### config.mk
export PLATFORM = sky130hd
export DESIGN_NAME = e203_exu_longp_oitf
export DESIGN_NICKNAME = d
export VERILOG_FILES = /design/src/rtl/e203_exu_longp_oitf.sv
export SDC_FILE = /design/constraint.sdc
export NUM_CORES = 1
export LEC_CHECK = 0
export BUFFER_PORTS_ARGS = -buffer_cell sky130_fd_sc_hd__buf_2
export CORE_ASPECT_RATIO = 1.5
export CORE_MARGIN = 2
export CORE_UTILIZATION = 35
export DETAILED_ROUTE_END_ITERATION = 12
export HOLD_SLACK_MARGIN = 0.1
export PLACE_DENSITY = 0.63
export SETUP_SLACK_MARGIN = 0.5
export SLEW_MARGIN = 15
export SYNTH_ARGS = -nofsm -noshare
export SYNTH_HDL_FRONTEND = slang
export SYNTH_SLANG_ARGS = --single-unit
### constraint.sdc
create_clock -name clk -period 3.7 [get_ports clk]
set_input_delay 0.555 -clock clk [delete_from_list [all_inputs] [get_ports clk]]
set_output_delay 0.555 -clock clk [all_outputs]
set_load 0.005 [all_outputs]
### src/rtl/e203_exu_longp_oitf.sv
// Outstanding Instruction Track FIFO for the EXU long pipe.
// Optional feature macro: E203_OITF_RDFPU_EN (FP-destination tracking + rs3 match).
// Each slot is an e203_exu_longp_oitf_entry instance that holds its payload
// and does its own register compares; the top keeps the two wrap-flagged pointers.

`ifndef E203_ITAG_WIDTH
`define E203_ITAG_WIDTH 1
`endif
`ifndef E203_RFIDX_WIDTH
`define E203_RFIDX_WIDTH 5
`endif
`ifndef E203_PC_SIZE
`define E203_PC_SIZE 32
`endif

// One OITF slot: payload registers plus per-query destination compares.
module e203_exu_longp_oitf_entry #(
  parameter int RFW = 5,
  parameter int PCW = 32,
  parameter int NQ  = 3
) (
  input  logic                    clk,
  input  logic                    rst_n,
  input  logic                    set_i,
  input  logic                    clr_i,
  input  logic [RFW-1:0]          rdidx_i,
  input  logic                    rdwen_i,
  input  logic                    rdfpu_i,
  input  logic [PCW-1:0]          pc_i,
  input  logic [NQ-1:0][RFW-1:0]  q_idx_i,
  input  logic [NQ-1:0]           q_fpu_i,
  output logic [RFW-1:0]          rdidx_o,
  output logic                    rdwen_o,
  output logic                    rdfpu_o,
  output logic [PCW-1:0]          pc_o,
  output logic [NQ-1:0]           hit_o
);
  logic           vld_q;
  logic [RFW-1:0] rdidx_q;
  logic           rdwen_q;
  logic [PCW-1:0] pc_q;

  // Valid bit: set on alloc, cleared on retire (alloc wins, never both in practice).
  always_ff @(posedge clk or negedge rst_n) begin
    if (!rst_n)     vld_q <= 1'b0;
    else if (set_i) vld_q <= 1'b1;
    else if (clr_i) vld_q <= 1'b0;
  end

  // Payload captured on alloc; left stale after retire.
  always_ff @(posedge clk or negedge rst_n) begin
    if (!rst_n) begin
      rdidx_q <= '0;
      rdwen_q <= 1'b0;
      pc_q    <= '0;
    end else if (set_i) begin
      rdidx_q <= rdidx_i;
      rdwen_q <= rdwen_i;
      pc_q    <= pc_i;
    end
  end

  assign rdidx_o = rdidx_q;
  assign rdwen_o = rdwen_q;
  assign pc_o    = pc_q;

`ifdef E203_OITF_RDFPU_EN
  logic rdfpu_q;

  // FP-destination flag, stored only when FP tracking is built in.
  always_ff @(posedge clk or negedge rst_n) begin
    if (!rst_n)     rdfpu_q <= 1'b0;
    else if (set_i) rdfpu_q <= rdfpu_i;
  end

  assign rdfpu_o = rdfpu_q;

  for (genvar q = 0; q < NQ; q++) begin : g_hit
    assign hit_o[q] = vld_q & rdwen_q & (rdidx_q == q_idx_i[q]) & (rdfpu_q == q_fpu_i[q]);
  end
`else
  logic unused_fpu;
  assign unused_fpu = ^{rdfpu_i, q_fpu_i};
  assign rdfpu_o    = 1'b0;

  for (genvar q = 0; q < NQ; q++) begin : g_hit
    assign hit_o[q] = vld_q & rdwen_q & (rdidx_q == q_idx_i[q]);
  end
`endif
endmodule

module e203_exu_longp_oitf #(
  parameter int DEPTH = 2,
  parameter int PTRW  = `E203_ITAG_WIDTH
) (
  input  logic                         clk,
  input  logic                         rst_n,
  input  logic                         dis_ena,
  output logic                         dis_ready,
  output logic [PTRW-1:0]              dis_ptr,
  input  logic [`E203_RFIDX_WIDTH-1:0] disp_i_rdidx,
  input  logic                         disp_i_rdwen,
  input  logic                         disp_i_rdfpu,
  input  logic [`E203_PC_SIZE-1:0]     disp_i_pc,
  input  logic                         ret_ena,
  output logic [PTRW-1:0]              ret_ptr,
  output logic [`E203_RFIDX_WIDTH-1:0] ret_rdidx,
  output logic                         ret_rdwen,
  output logic                         ret_rdfpu,
  output logic [`E203_PC_SIZE-1:0]     ret_pc,
  output logic                         oitf_empty,
  input  logic                         disp_i_rs1en,
  input  logic                         disp_i_rs2en,
  input  logic [`E203_RFIDX_WIDTH-1:0] disp_i_rs1idx,
  input  logic [`E203_RFIDX_WIDTH-1:0] disp_i_rs2idx,
  input  logic                         disp_i_rs1fpu,
  input  logic                         disp_i_rs2fpu,
`ifdef E203_OITF_RDFPU_EN
  input  logic                         disp_i_rs3en,
  input  logic [`E203_RFIDX_WIDTH-1:0] disp_i_rs3idx,
  output logic                         oitfrd_match_disprs3,
`endif
  output logic                         oitfrd_match_disprs1,
  output logic                         oitfrd_match_disprs2,
  output logic                         oitfrd_match_disprd
);
  localparam int RFW = `E203_RFIDX_WIDTH;
  localparam int PCW = `E203_PC_SIZE;
  // Query slots: 0=rs1, 1=rs2, 2=rd, 3=rs3 (FP build only).
`ifdef E203_OITF_RDFPU_EN
  localparam int NQ = 4;
`else
  localparam int NQ = 3;
`endif

  logic [PTRW:0] alc_q, alc_d;
  logic [PTRW:0] ret_q, ret_d;
  logic          empty, full, alc_fire, ret_fire;

  assign empty     = (alc_q == ret_q);
  assign full      = (alc_q[PTRW-1:0] == ret_q[PTRW-1:0]) & (alc_q[PTRW] != ret_q[PTRW]);
  assign alc_fire  = dis_ena & ~full;
  assign ret_fire  = ret_ena & ~empty;
  // Power-of-two depth: carry out of the index naturally toggles the wrap flag.
  assign alc_d     = alc_q + (PTRW+1)'(alc_fire);
  assign ret_d     = ret_q + (PTRW+1)'(ret_fire);

  assign dis_ready  = ~full;
  assign oitf_empty = empty;
  assign dis_ptr    = alc_q[PTRW-1:0];
  assign ret_ptr    = ret_q[PTRW-1:0];

  // Alloc and retire pointers with wrap flags.
  always_ff @(posedge clk or negedge rst_n) begin
    if (!rst_n) begin
      alc_q <= '0;
      ret_q <= '0;
    end else begin
      alc_q <= alc_d;
      ret_q <= ret_d;
    end
  end

  logic [NQ-1:0][RFW-1:0]    q_idx;
  logic [NQ-1:0]             q_fpu;
  logic [DEPTH-1:0][RFW-1:0] e_rdidx;
  logic [DEPTH-1:0]          e_rdwen;
  logic [DEPTH-1:0]          e_rdfpu;
  logic [DEPTH-1:0][PCW-1:0] e_pc;
  logic [DEPTH-1:0][NQ-1:0]  e_hit;
  logic [NQ-1:0]             hit_any;

  assign q_idx[0] = disp_i_rs1idx;
  assign q_idx[1] = disp_i_rs2idx;
  assign q_idx[2] = disp_i_rdidx;
  assign q_fpu[0] = disp_i_rs1fpu;
  assign q_fpu[1] = disp_i_rs2fpu;
  assign q_fpu[2] = disp_i_rdfpu;
`ifdef E203_OITF_RDFPU_EN
  // rs3 only exists for FP fused ops, so it always names an FP register.
  assign q_idx[3] = disp_i_rs3idx;
  assign q_fpu[3] = 1'b1;
`endif

  for (genvar e = 0; e < DEPTH; e++) begin : g_ent
    e203_exu_longp_oitf_entry #(.RFW(RFW), .PCW(PCW), .NQ(NQ)) u_ent (
      .clk     (clk),
      .rst_n   (rst_n),
      .set_i   (alc_fire & (alc_q[PTRW-1:0] == PTRW'(e))),
      .clr_i   (ret_fire & (ret_q[PTRW-1:0] == PTRW'(e))),
      .rdidx_i (disp_i_rdidx),
      .rdwen_i (disp_i_rdwen),
      .rdfpu_i (disp_i_rdfpu),
      .pc_i    (disp_i_pc),
      .q_idx_i (q_idx),
      .q_fpu_i (q_fpu),
      .rdidx_o (e_rdidx[e]),
      .rdwen_o (e_rdwen[e]),
      .rdfpu_o (e_rdfpu[e]),
      .pc_o    (e_pc[e]),
      .hit_o   (e_hit[e])
    );
  end

  // OR-reduce per-entry hits for each query.
  always_comb begin
    hit_any = '0;
    for (int e = 0; e < DEPTH; e++) hit_any |= e_hit[e];
  end

  assign ret_rdidx = e_rdidx[ret_q[PTRW-1:0]];
  assign ret_rdwen = e_rdwen[ret_q[PTRW-1:0]];
  assign ret_rdfpu = e_rdfpu[ret_q[PTRW-1:0]];
  assign ret_pc    = e_pc[ret_q[PTRW-1:0]];

  assign oitfrd_match_disprs1 = disp_i_rs1en & hit_any[0];
  assign oitfrd_match_disprs2 = disp_i_rs2en & hit_any[1];
  assign oitfrd_match_disprd  = disp_i_rdwen & hit_any[2];
`ifdef E203_OITF_RDFPU_EN
  assign oitfrd_match_disprs3 = disp_i_rs3en & hit_any[3];
`endif
endmodule
-- After elaboration in Yosys (flattened, before gate mapping)
Cells that the tools add are included.
- bits in registers: 82
- input port bits: 57
- output and inout port bits: 46
- word-level logic and storage cells: 58
- order comparisons: 1
- reduce and logical (&&, ||, !) cells: 2
- add/sub/neg operators: 2
- bitwise logic cells: 23
- eq/ne operators: 9
- mux-type cells: 11
- operators by type and width (kind ; number):
    32-bit two-way mux ; 2
    5-bit equality test ; 6
    1-bit bitwise AND ; 18
    5-bit two-way mux ; 2
    1-bit two-way mux ; 7
    2-bit by 1-bit adder with 2-bit output ; 2
    1-bit NOT ; 4
    2-bit nonzero test ; 2
    3-bit OR ; 1
    2-bit equality test ; 1
    1-bit by 2-bit less-than comparator with 1-bit output (second input constant) ; 1
    1-bit equality test ; 1
    1-bit inequality test ; 1

-- Longest topological paths before layout
- depth in word-level cells: 6
- gate-level depth with buffers: 7
- mapped depth without buffers: 6

-- Hierarchy
A second synthesis with hierarchy kept.
- cell total of the unflattened synthesis: 282
- area, all modules: 4266.6 um2
- by module, submodules not included (module ; seq. area each (um2) ; instances ; area an instance (um2) ; cells an instance):
    e203_exu_longp_oitf_entry ; 975.9 ; 2 ; 1666.6 ; 107
    e203_exu_longp_oitf ; 100.1 ; 1 ; 933.4 ; 68

-- Worst setup path after synthesis
OpenSTA, ideal clock, no wires.
- path kind: register to register
- start point: reg ret_q[0]
- end point: reg g_ent[0].u_ent.pc_q[16]
- setup time: 0.127 ns
- cell stages (with the launch flop): 8
- period minus slack after synthesis: 1.765 ns
- required time: 3.573 ns
- buffers on the path: 2
- data arrival time: 1.638 ns
- slack: 1.935 ns
- cell sequence: dfrtp_1 > xnor2_1 > nand2_1 > and2_1 > ha_1 > buf_6 > buf_6 > mux2_1
- longest elaborated chain between the ends: 5
- RTL lines (element ; line ; source):
    start, declared ; 137 ; logic [PTRW:0] ret_q, ret_d;
    start signal, assigned ; 160 ; ret_q <= ret_d;
    1-bit equality test ; 141 ; assign full = (alc_q[PTRW-1:0] == ret_q[PTRW-1:0]) & (alc_q[PTRW] != ret_q[PTRW]);
    1-bit bitwise AND ; 141 ;
    1-bit NOT ; -- ;
    named net dis_ready ; 99 ; output logic dis_ready,
    1-bit bitwise AND ; 142 ; assign alc_fire = dis_ena & ~full;
    1-bit bitwise AND ; 189 ; .set_i (alc_fire & (alc_q[PTRW-1:0] == PTRW'(e))),
    named net g_ent[0].u_ent.set_i ; 24 ; input logic set_i,
    end signal, assigned ; 59 ; pc_q <= pc_i;
    end, declared ; 41 ; logic [PCW-1:0] pc_q;
The timed path passes the listed nets, and every way through them passes these cells.
A chain may end at the register's enable or synchronous reset.

-- Worst setup path after layout
- start point: reg ret_q[0]
- end point: out ret_pc[0]
- longest elaborated chain between the ends: 2
- RTL lines (element ; line ; source):
    32-bit two-way mux (implied by the code) (2 in a row) ; 214 ; assign ret_pc = e_pc[ret_q[PTRW-1:0]];
    end, declared ; 110 ; output logic [`E203_PC_SIZE-1:0] ret_pc,
No other way between the ends. The select of a mux whose other input is x is not followed.

==> summary.txt <==
status = completed
leading area contributor after synthesis = dfrtp_1
fin crit period = 2.33 ns
gpl congestion = 0.772
clk_skew = 0.00425 ns
clock-pin slew on the worst setup and hold paths = 0.06 ns
clock sinks = 82
antenna violation net count after detailed routing = 0
DRC Markers = 0
Design Area, Final = 0.00487 mm2
Pleak = 2.16 nW
most frequent cell after synthesis = mux2_2
vias in the first global route = 2851
Final period util = 62.8%
Main synth FF type = dfrtp_1
I/O pins = 103
kind of critical path = register to output pin
vias = 2505
Clock Root Buffer = clkbuf_16
Vias/cell = 4.77
max-cap viol count = 0
Buf/Inv on CP = 2
required time worst endpoint = 3.14 ns
Yosys cell types = 19
CP Max Fanout = 41
final WL = 7.98 mm
drt pass-1 iters = 4
DR iter-0 viols = 67
grt ovf = 0
largest net degree at the start of global routing = 83
core footprint = 0.0111 mm2
sequential share of the synthesized area = 51.6%
synth cell count leaders = mux2_2 (104), dfrtp_1 (82), xnor2_1 (31), nand4_1 (12), mux2_4 (9)
cell family with most CP delay = buffers and inverters
Syn Inst Count = 275
DP Area = 0.00457 mm2
maximum VDD drop = 0.358 mV
Final Setup Violations = 0
YS warnings = 0
ant diodes = 0
async set-or-reset flop fraction in the synthesized netlist = 100%
# port buffers = 98
initial antenna violation count = 0
setup bufs post-CTS = 0
Max-slew headroom = 28.8%
Die Width = 91.0 um
CP Launch Type = register
HP Class = input port to asynchronous set/reset pin
critical-path cell list = buf_4, mux2_2, buf_2
Synth top area share = 51.6%
RSZ-0062 raised after global routing = false
fmax = 0.430 GHz
total die area = 0.0122 mm2
Final nets = 434
total CTS buffers = 9
slowest stage cell on the critical path = buf_4
synth top area cells = dfrtp_1 (52%), mux2_2 (29%), xnor2_1 (6.8%), mux2_4 (3.4%), nand4_1 (1.9%)
number of synthesized register bits = 82
worst slew pin tran = 1.07 ns
Area growth, synth to finish = 22.5%
Cell Pwr Density = 964 mW/mm2
CP max stage delay = 0.52 ns
gr usage total = 13.8%
Fin. Hold Viols = 0
syn_nets = 336
drt wl/cell = 15.2 um
post-CTS resize count = 0
Mean Syn Cell Area = 14.5 um2
CTS Hold Bufs = 0
Max H-tree Level = 3
maximum clock path buffer count = 2
first-pass GRT wire length = 13.4 mm
Starting Density = 36.0%
post-DP HPWL = 5.42 mm
Final Core Density = 44.0%
setup TNS = 0 ns
Setup crit end kind = output pin
Post-synth EDFFs = 0
Slew Viols, Final = 0
Die Y = 135 um
worst skew pair latency = 0.33 ns
layout cell share with drive strength beyond 1 = 61.1%
row count = 47
post-synthesis cell area = 0.00398 mm2
CTS tree = built
crit path DAT = 1.77 ns
==> per-layer routing <==
layer	track usage (%)	up-vias	routed length (um)
met3	2.90	16	337
met2	25.4	71	4240
met5	0	-	0
met1	14.6	1249	3180
met4	7.15	0	225
li1	-	1169	-
==> final timing paths <==
check,start,to,slack [ns],cells past startpoint
setup reg to reg,ret_q[1]$_DFF_PN0_,g_ent[1].u_ent.pc_o[0]$_DFFE_PN0P_,1.44,5
max in group asynchronous,rst_n,ret_q[0]$_DFF_PN0_,2.59,1
hold / removal,rst_n,g_ent[1].u_ent.pc_o[19]$_DFFE_PN0P_,0.40,1
min in group clk,disp_i_pc[16],g_ent[0].u_ent.pc_o[16]$_DFFE_PN0P_,0.46,2
hold reg to reg,alc_q[1]$_DFF_PN0_,alc_q[1]$_DFF_PN0_,0.49,1
setup / recovery,ret_q[0]$_DFF_PN0_,ret_pc[0],1.37,3
==> cell usage in the layout, fill, tap and decap left out <==
master	instances
bufinv_16	1
nand4_1	12
xor2_1	3
o22ai_1	3
clkinv_2	3
dfrtp_1	81
clkbuf_8	1
clkbuf_16	9
clkbuf_1	1
buf_2	97
buf_4	3
dfrtp_2	1
conb_1	1
a21o_1	2
clkinv_4	1
mux2_4	9
inv_1	6
ha_2	2
mux2_1	1
xnor2_1	31
nor2b_1	2
nand2_1	1
ha_1	2
and2_1	1
mux2_2	104
==> sequential cells by signal (all words and copies together) (netlist names) <==
register	count
alc_q	2
g_ent.u_ent.pc_o	64
g_ent.u_ent.rdidx_o	10
g_ent.u_ent.rdwen_o	2
g_ent.u_ent.vld_q	2
ret_q	2
==> where the power goes <==
part | switching, mW | internal [mW] | total [mW]
logic | 0.824 | 1.30 | 2.13
clock network | 0.344 | 0.539 | 0.882
registers | 0.313 | 1.37 | 1.68
==> final cells by class <==
class / count / area [um2]
clock buffer: 11 / 243
clock inverter: 5 / 53.8
fill: 1075 / 6190
inverter: 6 / 22.5
multi-input combinational: 174 / 1810
sequential: 82 / 2050
tap: 147 / 184
timing repair buffer: 100 / 508
==> cells by family after synthesis <==
| group | synth area share, % |
|---|---|
| compound gates | 0.850 |
| xor+xnor | 7.49 |
| fa+ha+maj | 1.26 |
| buf+inv | 3.11 |
| flops | 51.6 |
| mux | 33.1 |
| other cells | 0.0943 |
| simple gates | 2.45 |
==> worst reg2reg max path, stage by stage (launching register included) <==
cell,delay (ns)
dfrtp_1,0.40
xor2_1,0.18
nand2_1,0.07
and2_1,0.15
ha_2,0.90
mux2_2,0.44
==> through the flow <==
| step | hold WS (ns) | total power, mW | setup slack [ns] | cells |
|---|---|---|---|---|
| 5_1_grt | 0.454 | 5.04 | 1.26 | 525 |
| 4_1_cts | 0.441 | 4.78 | 1.33 | 525 |
| 6_report | 0.399 | 4.69 | 1.37 | 525 |
| 3_5_place_dp | 0.478 | 3.88 | 1.39 | 509 |
| 3_3_place_gp | 0.465 | 3.80 | 1.39 | 509 |
| 2_1_floorplan | 0.259 | 3.20 | 1.93 | 275 |
Note: power is estimated with default switching activity, not from simulation.
